$ cat src/rtl/addsub_acc_pkg.sv
// Shared definitions for the add/subtract accumulator: command opcodes,
// control-state encoding, result-flag bundle and saturation limits.
package addsub_acc_pkg;

    // Command opcodes carried on in_op.
    typedef enum logic [1:0] {
        OP_CLR  = 2'b00,
        OP_LOAD = 2'b01,
        OP_ADD  = 2'b10,
        OP_SUB  = 2'b11
    } op_e;

    // Control states: accept a command, execute it, present the result.
    typedef enum logic [1:0] {
        ST_IDLE = 2'b00,
        ST_EXEC = 2'b01,
        ST_RESP = 2'b10
    } state_e;

    // Status flags produced alongside each accumulator update.
    typedef struct packed {
        logic carry;   // ADD: carry out of MSB; SUB: borrow
        logic ovf;     // signed overflow
        logic zero;    // result is all zeros
        logic neg;     // result sign bit
    } acc_flags_t;

    // Largest signed value representable in 'width' bits (0111..1).
    // Returned wide; callers cast down to their own width.
    function automatic logic [63:0] sat_max_val(input int unsigned width);
        return (64'd1 << (width - 1)) - 64'd1;
    endfunction

    // Most negative signed value representable in 'width' bits (1000..0).
    function automatic logic [63:0] sat_min_val(input int unsigned width);
        return 64'd1 << (width - 1);
    endfunction

endpackage : addsub_acc_pkg

$ cat src/rtl/acc_addsub_core.sv
// Combinational WIDTH-bit ripple adder-subtractor.
// Subtraction is done as a + ~b + 1: the operand is inverted by XOR with
// 'sub' and 'sub' itself feeds the carry-in of the least significant stage.
module acc_addsub_core #(
    parameter int WIDTH = 8
) (
    input  logic [WIDTH-1:0] a,
    input  logic [WIDTH-1:0] b,
    input  logic             sub,
    output logic [WIDTH-1:0] sum,
    output logic             carry_raw,
    output logic             ovf
);

    logic [WIDTH-1:0] w_b_x;   // operand after conditional inversion
    logic [WIDTH:0]   w_c;     // carry chain, w_c[i] is the carry into bit i

    assign w_b_x  = b ^ {WIDTH{sub}};
    assign w_c[0] = sub;

    // One full adder per bit, rippling the carry from LSB to MSB.
    for (genvar i = 0; i < WIDTH; i++) begin : g_fa
        assign sum[i]   = a[i] ^ w_b_x[i] ^ w_c[i];
        assign w_c[i+1] = (a[i] & w_b_x[i]) | (w_c[i] & (a[i] ^ w_b_x[i]));
    end

    // Raw carry out of the MSB; signed overflow is a disagreement between
    // the carry into and the carry out of the sign bit.
    assign carry_raw = w_c[WIDTH];
    assign ovf       = w_c[WIDTH] ^ w_c[WIDTH-1];

endmodule : acc_addsub_core

$ cat src/rtl/addsub_accumulator.sv
// Accumulator stage: accepts one {op, operand} command per in_valid/in_ready
// handshake, applies it to the internal accumulator in a single execute
// cycle, and presents the new value with flags through out_valid/out_ready.
// Control flow is IDLE -> EXEC -> RESP -> IDLE, so at most one command is in
// flight and commands offered while busy are simply not accepted.
module addsub_accumulator #(
    parameter int WIDTH = 8,
    parameter bit SAT   = 1'b0
) (
    input  logic             clk,
    input  logic             rst,
    input  logic             in_valid,
    output logic             in_ready,
    input  logic [1:0]       in_op,
    input  logic [WIDTH-1:0] in_data,
    output logic             out_valid,
    input  logic             out_ready,
    output logic [WIDTH-1:0] out_acc,
    output logic             out_carry,
    output logic             out_ovf,
    output logic             out_zero,
    output logic             out_neg,
    output logic [7:0]       op_count
);

    import addsub_acc_pkg::*;

    // Saturation limits sized to this instance.
    localparam logic [WIDTH-1:0] SAT_MAX = WIDTH'(sat_max_val(WIDTH));
    localparam logic [WIDTH-1:0] SAT_MIN = WIDTH'(sat_min_val(WIDTH));

    // ------------------------------------------------------------------
    // State and registered datapath
    // ------------------------------------------------------------------
    state_e           r_state;
    op_e              r_op;         // captured command opcode
    logic [WIDTH-1:0] r_operand;    // captured command operand
    logic [WIDTH-1:0] r_acc;        // accumulator, also the visible result
    acc_flags_t       r_flags;      // flags of the last executed command
    logic [7:0]       r_op_count;   // completed (delivered) commands

    // ------------------------------------------------------------------
    // Combinational control and datapath
    // ------------------------------------------------------------------
    state_e           w_next_state;
    logic             w_accept;     // command handshake completes this cycle
    logic             w_exec;       // accumulator updates this cycle
    logic             w_complete;   // result handshake completes this cycle

    logic             w_sub;
    logic [WIDTH-1:0] w_sum;
    logic             w_carry_raw;
    logic             w_core_ovf;

    logic [WIDTH-1:0] w_res_acc;
    acc_flags_t       w_res_flags;

    // Adder-subtractor core always sees the current accumulator and the
    // captured operand; its result is only committed during EXEC.
    assign w_sub = (r_op == OP_SUB);

    acc_addsub_core #(
        .WIDTH (WIDTH)
    ) u_core (
        .a         (r_acc),
        .b         (r_operand),
        .sub       (w_sub),
        .sum       (w_sum),
        .carry_raw (w_carry_raw),
        .ovf       (w_core_ovf)
    );

    // Next-state decode and handshake outputs for the three-state controller.
    always_comb begin
        // NOTE: every signal written here gets a default first, so no branch
        // that forgets an assignment can infer a latch.
        w_next_state = r_state;
        in_ready     = 1'b0;
        out_valid    = 1'b0;
        w_accept     = 1'b0;
        w_exec       = 1'b0;
        w_complete   = 1'b0;

        case (r_state)
            ST_IDLE: begin
                in_ready = 1'b1;
                if (in_valid) begin
                    w_accept     = 1'b1;
                    w_next_state = ST_EXEC;
                end
            end
            ST_EXEC: begin
                w_exec       = 1'b1;
                w_next_state = ST_RESP;
            end
            ST_RESP: begin
                out_valid = 1'b1;
                if (out_ready) begin
                    w_complete   = 1'b1;
                    w_next_state = ST_IDLE;
                end
            end
            default: begin
                w_next_state = ST_IDLE;
            end
        endcase
    end

    // New accumulator value and flags for the captured command, including
    // the optional clamp on signed overflow.
    always_comb begin
        w_res_acc   = r_acc;
        w_res_flags = '0;

        case (r_op)
            OP_CLR: begin
                w_res_acc = '0;
            end
            OP_LOAD: begin
                w_res_acc = r_operand;
            end
            OP_ADD, OP_SUB: begin
                w_res_acc         = w_sum;
                // The core reports a true carry; for subtraction a missing
                // carry means the operand was larger, i.e. a borrow.
                w_res_flags.carry = w_sub ? ~w_carry_raw : w_carry_raw;
                w_res_flags.ovf   = w_core_ovf;
                // On overflow the wrapped sign is the opposite of the true
                // sign: a negative-looking result came from a positive
                // overflow and clamps to the positive limit, and vice versa.
                if (SAT && w_core_ovf) begin
                    w_res_acc = w_sum[WIDTH-1] ? SAT_MAX : SAT_MIN;
                end
            end
            default: begin
                w_res_acc = r_acc;
            end
        endcase

        // Zero and sign always describe the value actually stored.
        w_res_flags.zero = (w_res_acc == '0);
        w_res_flags.neg  = w_res_acc[WIDTH-1];
    end

    // Control state register; reset abandons any command in flight.
    always_ff @(posedge clk) begin
        // NOTE: sequential state uses non-blocking assignments so every
        // register samples pre-edge values regardless of statement order.
        if (rst) begin
            r_state <= ST_IDLE;
        end else begin
            r_state <= w_next_state;
        end
    end

    // Capture the command at the moment it is accepted.
    always_ff @(posedge clk) begin
        if (rst) begin
            r_op      <= OP_CLR;
            r_operand <= '0;
        end else if (w_accept) begin
            r_op      <= op_e'(in_op);
            r_operand <= in_data;
        end
    end

    // Accumulator and flags change only in EXEC and hold otherwise, which
    // keeps the result stable for the whole RESP phase under backpressure.
    always_ff @(posedge clk) begin
        if (rst) begin
            r_acc   <= '0;
            r_flags <= '0;
        end else if (w_exec) begin
            r_acc   <= w_res_acc;
            r_flags <= w_res_flags;
        end
    end

    // Count delivered results; the counter wraps naturally at 8 bits.
    always_ff @(posedge clk) begin
        if (rst) begin
            r_op_count <= 8'd0;
        end else if (w_complete) begin
            r_op_count <= r_op_count + 8'd1;
        end
    end

    // Result outputs are the registered accumulator and flags directly.
    assign out_acc   = r_acc;
    assign out_carry = r_flags.carry;
    assign out_ovf   = r_flags.ovf;
    assign out_zero  = r_flags.zero;
    assign out_neg   = r_flags.neg;
    assign op_count  = r_op_count;

endmodule : addsub_accumulator

$ cat config.mk
export PLATFORM = sky130hd
export DESIGN_NAME = addsub_accumulator
export DESIGN_NICKNAME = d
export VERILOG_FILES = /design/src/rtl/addsub_acc_pkg.sv /design/src/rtl/acc_addsub_core.sv /design/src/rtl/addsub_accumulator.sv
export SDC_FILE = /design/constraint.sdc
export NUM_CORES = 1
export LEC_CHECK = 0
export CAP_MARGIN = 25
export CORE_UTILIZATION = 50
export CTS_CLUSTER_SIZE = 14
export DETAILED_ROUTE_END_ITERATION = 8
export PLACE_DENSITY = 0.84
export RECOVER_POWER = 50
export SYNTH_ARGS = -nofsm -noshare
export SYNTH_HDL_FRONTEND = slang
export SYNTH_SLANG_ARGS = --single-unit
export TNS_END_PERCENT = 50
$ cat constraint.sdc
create_clock -name clk -period 6.4 [get_ports clk]
set_clock_uncertainty 0.1 [all_clocks]
set_input_delay 1.6 -clock clk [delete_from_list [all_inputs] [get_ports clk]]
set_output_delay 1.6 -clock clk [all_outputs]
set_load 0.05 [all_outputs]
## Yosys cells after proc, flatten, opt, wreduce, memory -nomap -nowiden

Index checks and enable logic that the tools add are counted.

| word-level totals | value |
|---|---|
| output and inout bits | 22 |
| word-level logic and storage cells | 78 |
| input bits | 14 |
| register bits | 32 |

| operators by class | value |
|---|---|
| multiplexer cells | 13 |
| reduce and logical (&&, ||, !) cells | 5 |
| add/sub/neg operators | 1 |
| eq/ne operators | 7 |
| bitwise logic cells | 43 |

Operator list:

| operator | number |
|---|---|
| $pmux W8 S3 | 1 |
| $xor A1 B1 Y1 | 17 |
| $and A1 B1 Y1 | 16 |
| $add A8 B1 Y8 const B | 1 |
| $logic_not A8 Y1 | 1 |
| $mux W1 | 8 |
| $or A1 B1 Y1 | 8 |
| $xor A8 B8 Y8 | 1 |
| $eq A2 B2 Y1 const B | 3 |
| $mux W2 | 3 |
| $pmux W2 S3 | 1 |
| $eq A2 B1 Y1 const B | 2 |
| $logic_not A2 Y1 | 2 |
| $ne A2 B2 Y1 const B | 2 |
| $reduce_and A2 Y1 | 1 |
| $reduce_or A2 Y1 | 1 |
| $not A1 Y1 | 1 |

## Longest topological paths before layout

| depth | value |
|---|---|
| word-level depth | 22 |
| gate-level depth with buffers | 17 |
| mapped depth without buffers | 16 |

## Hierarchy

Synthesis repeated with hierarchy kept, for this count alone.

| second synthesis, totals | value |
|---|---|
| cell total of the unflattened synthesis | 189 |
| area total of the unflattened synthesis | 1634.1 um^2 |

Modules (own cells, without submodules):

| module | sequential area each (um^2) | area each (um^2) | instances | cells each |
|---|---|---|---|---|
| addsub_accumulator | 620.6 | 1347.5 | 1 | 159 |
| acc_addsub_core | 0.0 | 286.5 | 1 | 30 |

## Worst setup path before layout

Ideal clock, no wire load.

| timing path | value |
|---|---|
| kind | reg-to-reg |
| from | register r_op[1] |
| to | register r_flags (netlist bit out_zero) |
| required time | 6.181 ns |
| period minus slack after synthesis | 4.179 ns |
| slack | 2.221 ns |
| library setup time | 0.119 ns |
| buffers on the path | 1 |
| data arrival time | 3.960 ns |
| cell stages (with the launch flop) | 18 |
| cell sequence | dfxtp_1 > buf_2 > nand2_1 > xnor2_1 > fa_1 > fa_1 > inv_1 > fa_1 > inv_1 > fa_1 > fa_1 > fa_1 > inv_1 > fa_1 > nand2_1 > nor3_4 > a31oi_1 > o21ai_1 |

| on the way | value |
|---|---|
| longest elaborated chain between the ends | 20 |
| elaborated cells between the ends (all ways) | 45 |
| those cells by class | 3 x eq/ne; 1 x mux; 38 x bitwise; 3 x reduce/logical |

Ends and longest elaborated chain:

| item | line | source |
|---|---|---|
| from (decl) | addsub_accumulator.sv:36 | `op_e r_op;` |
| from (signal assigned) | addsub_accumulator.sv:162 | `r_op <= op_e'(in_op);` |
| $eq A2 B2 Y1 | addsub_accumulator.sv:60, addsub_accumulator.sv:115 |  |
| $xor A8 B8 Y8 | acc_addsub_core.sv:18 | `assign w_b_x = b ^ {WIDTH{sub}};` |
| $xor A1 B1 Y1 | acc_addsub_core.sv:23, acc_addsub_core.sv:24 |  |
| $and A1 B1 Y1 | acc_addsub_core.sv:24 | `assign w_c[i+1] = (a[i] & w_b_x[i]) \| (w_c[i] & (a[i] ^ w_b_x[i]));` |
| $or A1 B1 Y1 | acc_addsub_core.sv:24 |  |
| $and A1 B1 Y1 | acc_addsub_core.sv:24 |  |
| $or A1 B1 Y1 | acc_addsub_core.sv:24 |  |
| $and A1 B1 Y1 | acc_addsub_core.sv:24 |  |
| (+4 left out) | -- |  |
| $or A1 B1 Y1 | acc_addsub_core.sv:24 |  |
| $and A1 B1 Y1 | acc_addsub_core.sv:24 |  |
| $or A1 B1 Y1 | acc_addsub_core.sv:24 |  |
| $and A1 B1 Y1 | acc_addsub_core.sv:24 |  |
| $or A1 B1 Y1 | acc_addsub_core.sv:24 |  |
| $xor A1 B1 Y1 | acc_addsub_core.sv:23 | `assign sum[i] = a[i] ^ w_b_x[i] ^ w_c[i];` |
| $pmux W8 S3 * | addsub_accumulator.sv:115 | `case (r_op)` |
| $logic_not A8 Y1 * | addsub_accumulator.sv:141 | `w_res_flags.zero = (w_res_acc == '0);` |
| to (signal assigned) | addsub_accumulator.sv:175 | `r_flags <= w_res_flags;` |
| to (decl) | addsub_accumulator.sv:39 | `acc_flags_t r_flags;` |

Every way passes the cells marked *; elsewhere a longest branch is shown, timed or not.
A chain may end at the register's enable or synchronous reset.

## Worst setup path after layout

| timing path | value |
|---|---|
| from | register r_op[1] |
| to | register r_flags (netlist bit out_neg) |

| on the way | value |
|---|---|
| longest elaborated chain between the ends | 19 |
| elaborated cells between the ends (all ways) | 37 |
| those cells by class | 3 x eq/ne; 1 x mux; 31 x bitwise; 2 x reduce/logical |

Ends and longest elaborated chain:

| item | line |
|---|---|
| $eq A2 B2 Y1 | addsub_accumulator.sv:60, addsub_accumulator.sv:115 |
| $xor A8 B8 Y8 | acc_addsub_core.sv:18 |
| $xor A1 B1 Y1 | acc_addsub_core.sv:24 |
| $and A1 B1 Y1 | acc_addsub_core.sv:24 |
| $or A1 B1 Y1 | acc_addsub_core.sv:24 |
| $and A1 B1 Y1 | acc_addsub_core.sv:24 |
| $or A1 B1 Y1 | acc_addsub_core.sv:24 |
| $and A1 B1 Y1 | acc_addsub_core.sv:24 |
| (+3 left out) | -- |
| $and A1 B1 Y1 | acc_addsub_core.sv:24 |
| $or A1 B1 Y1 | acc_addsub_core.sv:24 |
| $and A1 B1 Y1 | acc_addsub_core.sv:24 |
| $or A1 B1 Y1 | acc_addsub_core.sv:24 |
| $and A1 B1 Y1 | acc_addsub_core.sv:24 |
| $or A1 B1 Y1 | acc_addsub_core.sv:24 |
| $xor A1 B1 Y1 | acc_addsub_core.sv:23 |
| $pmux W8 S3 * | addsub_accumulator.sv:115 |

Marked as above.

==> impl_metrics.csv <==
group,metric,value,unit
die,initial_utilization,52.93,%
logic_synthesis,synth_top_cell_by_area,"dfxtp_1",
worst_setup_path,crit_fanout,21,
logic_synthesis,synth_seq_cells,31,
pwr,p_leak,0.0007087,uW
clock_network,cts_buffers,5,
layout,num-fill-cells,263,
logic_synthesis,syn_area_per_cell,8.354,um2
layout,area_growth,23.89,%
layout,finalNetCount,247,
logic_synthesis,synth_warnings,0,
clock_network,cts_resized,0,
place,post-place-cells,262,
pwr,ir_drop,0.0001264,V
logic_synthesis,synth_edf_count,0,
worst_setup_path,cp.required,6550,ps
clock_network,cts_htree_levels,2,
logic_synthesis,yosys-top-cells-area,"dfxtp_1 38%, nand2_1 9.9%, fa_1 8.6%, xnor2_1 5.9%, a21oi_1 4.6%",
clock_network,cts_root_buf,"clkbuf_4",
detailed_routing,drtPass1Iterations,4,
sta,max_slew_margin,47.32,%
detailed_routing,vias,1416,
pwr,total_power,410.8,uW
sta,worstMarginPinSlew,790.2,ps
worst_setup_path,slowest_stage,"dfxtp_1",
logic_synthesis,syn_nets,217,
sta,max_freq,205.3,MHz
logic_synthesis,synth.top_cell.area_share,38.10,%
layout,n_antenna_cell,0,
pwr,pwr_density_cell,203.6,nW/um2
global_routing,grt.overflow.total,0,
clock_network,cts_hold_buf,0,
logic_synthesis,ys.flop_type,"dfxtp_1",
place,numPortBuffers,35,
worst_setup_path,crit_top_cell,"fa_1",
detailed_routing,wire_per_inst,12.43,um
die,dieArea,3490,um2
clock_network,clk_pin_slew,100,ps
die,die_y,59.08,um
detailed_routing,drc,0,
global_routing,grt_pass1_wl,5809,um
worst_setup_path,path_class,"reg -> reg",
layout,layout.cells.non_filler,270,
run,max-cap-violations,0,
die,die_w,59.08,um
sta,slew_violations,0,
sta,period_share,76.10,%
layout,layout_common_cells,"43 x nand2_1, 31 x dfxtp_1, 30 x clkdlybuf4s50_1, 16 x nor2_1, 15 x a21oi_1",
sta,period_needed,4871,ps
sta,grt_setup_unrepaired,"false",
layout,mostFrequentLayoutCell,"nand2_1",
place,placed_area,1979,um2
clock_network,post_cts_buffers,0,
layout,final_area,2018,um2
sta,worst_slack,1530,ps
place,dp_hpwl,2445,um
detailed_routing,initialDrtViolationCount,87,
clock_network,clockBufferDepth,2,
logic_synthesis,ys_types,36,
sta,finalSetupViolations,0,
logic_synthesis,async_reset_ff_share,0,%
die,pin_count,36,
sta,hold_violations,0,
worst_setup_path,critPathCaptureType,"flip-flop",
detailed_routing,viasPerCell,5.244,
place,pre_cts_ws,1543,ps
clock_network,clkSinkCount,31,
layout,area.sequential,620.6,um2
die,core,3078,um2
global_routing,grt_pass1_vias,1299,
clock_network,cts_tree,"yes",
worst_setup_path,startpoint_type,"flip-flop",
layout,multi_input_area,919.6,um2
worst_setup_path,cp_cell_sequence,"nand2_1 -> xnor2_1 -> fa_1 -> fa_1 -> inv_1 -> fa_1 -> inv_1 -> fa_1 -> fa_1 -> fa_1 -> inv_1 -> fa_1 -> mux2i_1 -> nor2_1 -> a211oi_1",
detailed_routing,postRouteAntennaNets,0,
layout,drive_gt1_share,4.867,%
place,gp_congestion,0.8595,
worst_setup_path,max_stage_delay,780,ps
hold_path,hold_class,"reg -> reg",
logic_synthesis,netlist_area,1629,um2
die,row_count,20,
logic_synthesis,synthCells,195,
outcome,status,"finished, final reports clean",
worst_setup_path,critical_path_arrival,5020,ps
global_routing,grt.total_usage,22.79,%
global_routing,antenna_found_initial,0,
global_routing,grt_max_degree,22,
logic_synthesis,ys_seq_area_share,38.10,%
sta,fin_tns_setup,0,ps
detailed_routing,wl,3357,um
clock_network,insertion_delay,330,ps
[state kept, by name (all words and copies together) (netlist names)]
name / flops
out_ovf: 1
out_carry: 1
r_op: 2
r_state: 2
out_zero: 1
out_neg: 1
r_operand: 8
out_acc: 7
op_count: 8
[per-layer routing]
layer	up-vias	global-route usage [%]	wire [um]
met5	-	0	0
met4	0	14.29	115
met3	12	5.895	135
met2	35	33.60	1512
met1	663	29.74	1592
li1	706	-	-
[report_power, final]
group	switching (uW)	internal (uW)	leakage, uW
combinational	50.9	36.0	0.000427
sequential	13.5	202	0.000253
clock	65.9	42.8	0.0000293
[cell type report]
cell class / instances / area share [%]
flip-flops and latches: 31 / 30.75
well taps: 44 / 2.728
clock buffers: 7 / 2.232
multi-input cells: 146 / 45.57
repair buffers: 36 / 17.54
inverters: 5 / 0.9299
clock inverters: 1 / 0.2480
[final timing paths]
check | start | to | slack, ps | cells after the start
setup / recovery | r_op[1] | out_neg | 1530 | 15
hold / removal | out_carry | out_carry | 360 | 2
setup reg to reg | r_op[1] | out_neg | 1530 | 15
hold reg to reg | out_carry | out_carry | 360 | 2
[Yosys cell counts, types with 2 or more instances]
master / number
xnor2_1: 11
nand4_1: 3
nand3_1: 5
o21ai_1: 8
nor2b_1: 2
inv_1: 5
o211ai_1: 5
nor3_1: 3
buf_4: 2
nand2b_1: 2
xor2_1: 5
a211oi_1: 2
nand3b_1: 2
fa_1: 7
dfxtp_1: 31
nand2_1: 43
buf_2: 5
o21ai_0: 2
nor2_1: 16
clkbuf_1: 5
a31oi_1: 2
a21oi_1: 15
[worst max-delay path: cells and delay by family (launching register included)]
kind	cells	cell delay, ps
mux	1	170
fa+ha+maj	7	2580
simple gates	2	500
compound gates	1	210
buf+inv	3	210
flops	1	780
xor+xnor	1	250
[logic make-up after synthesis]
group / Yosys count / share of synthesized area (%)
AO/OA/AOI/OAI: 35 / 12.67
XOR/XNOR: 16 / 8.602
adder cells (fa/ha/maj): 8 / 9.370
buffers and inverters: 18 / 5.453
flip-flops: 31 / 38.10
multiplexers: 2 / 1.306
AND/OR/NAND/NOR: 85 / 24.50
[per-stage QoR]
step / util [%] / hold WS [ps]
after global routing: 65.57 / 389.3
after global placement: 63.82 / 344.4
after CTS: 65.94 / 363.0
after floorplan: - / 361.3
final: 65.57 / 358.0
after detailed placement: 64.31 / 348.5
(Power assumes the default switching activity.)
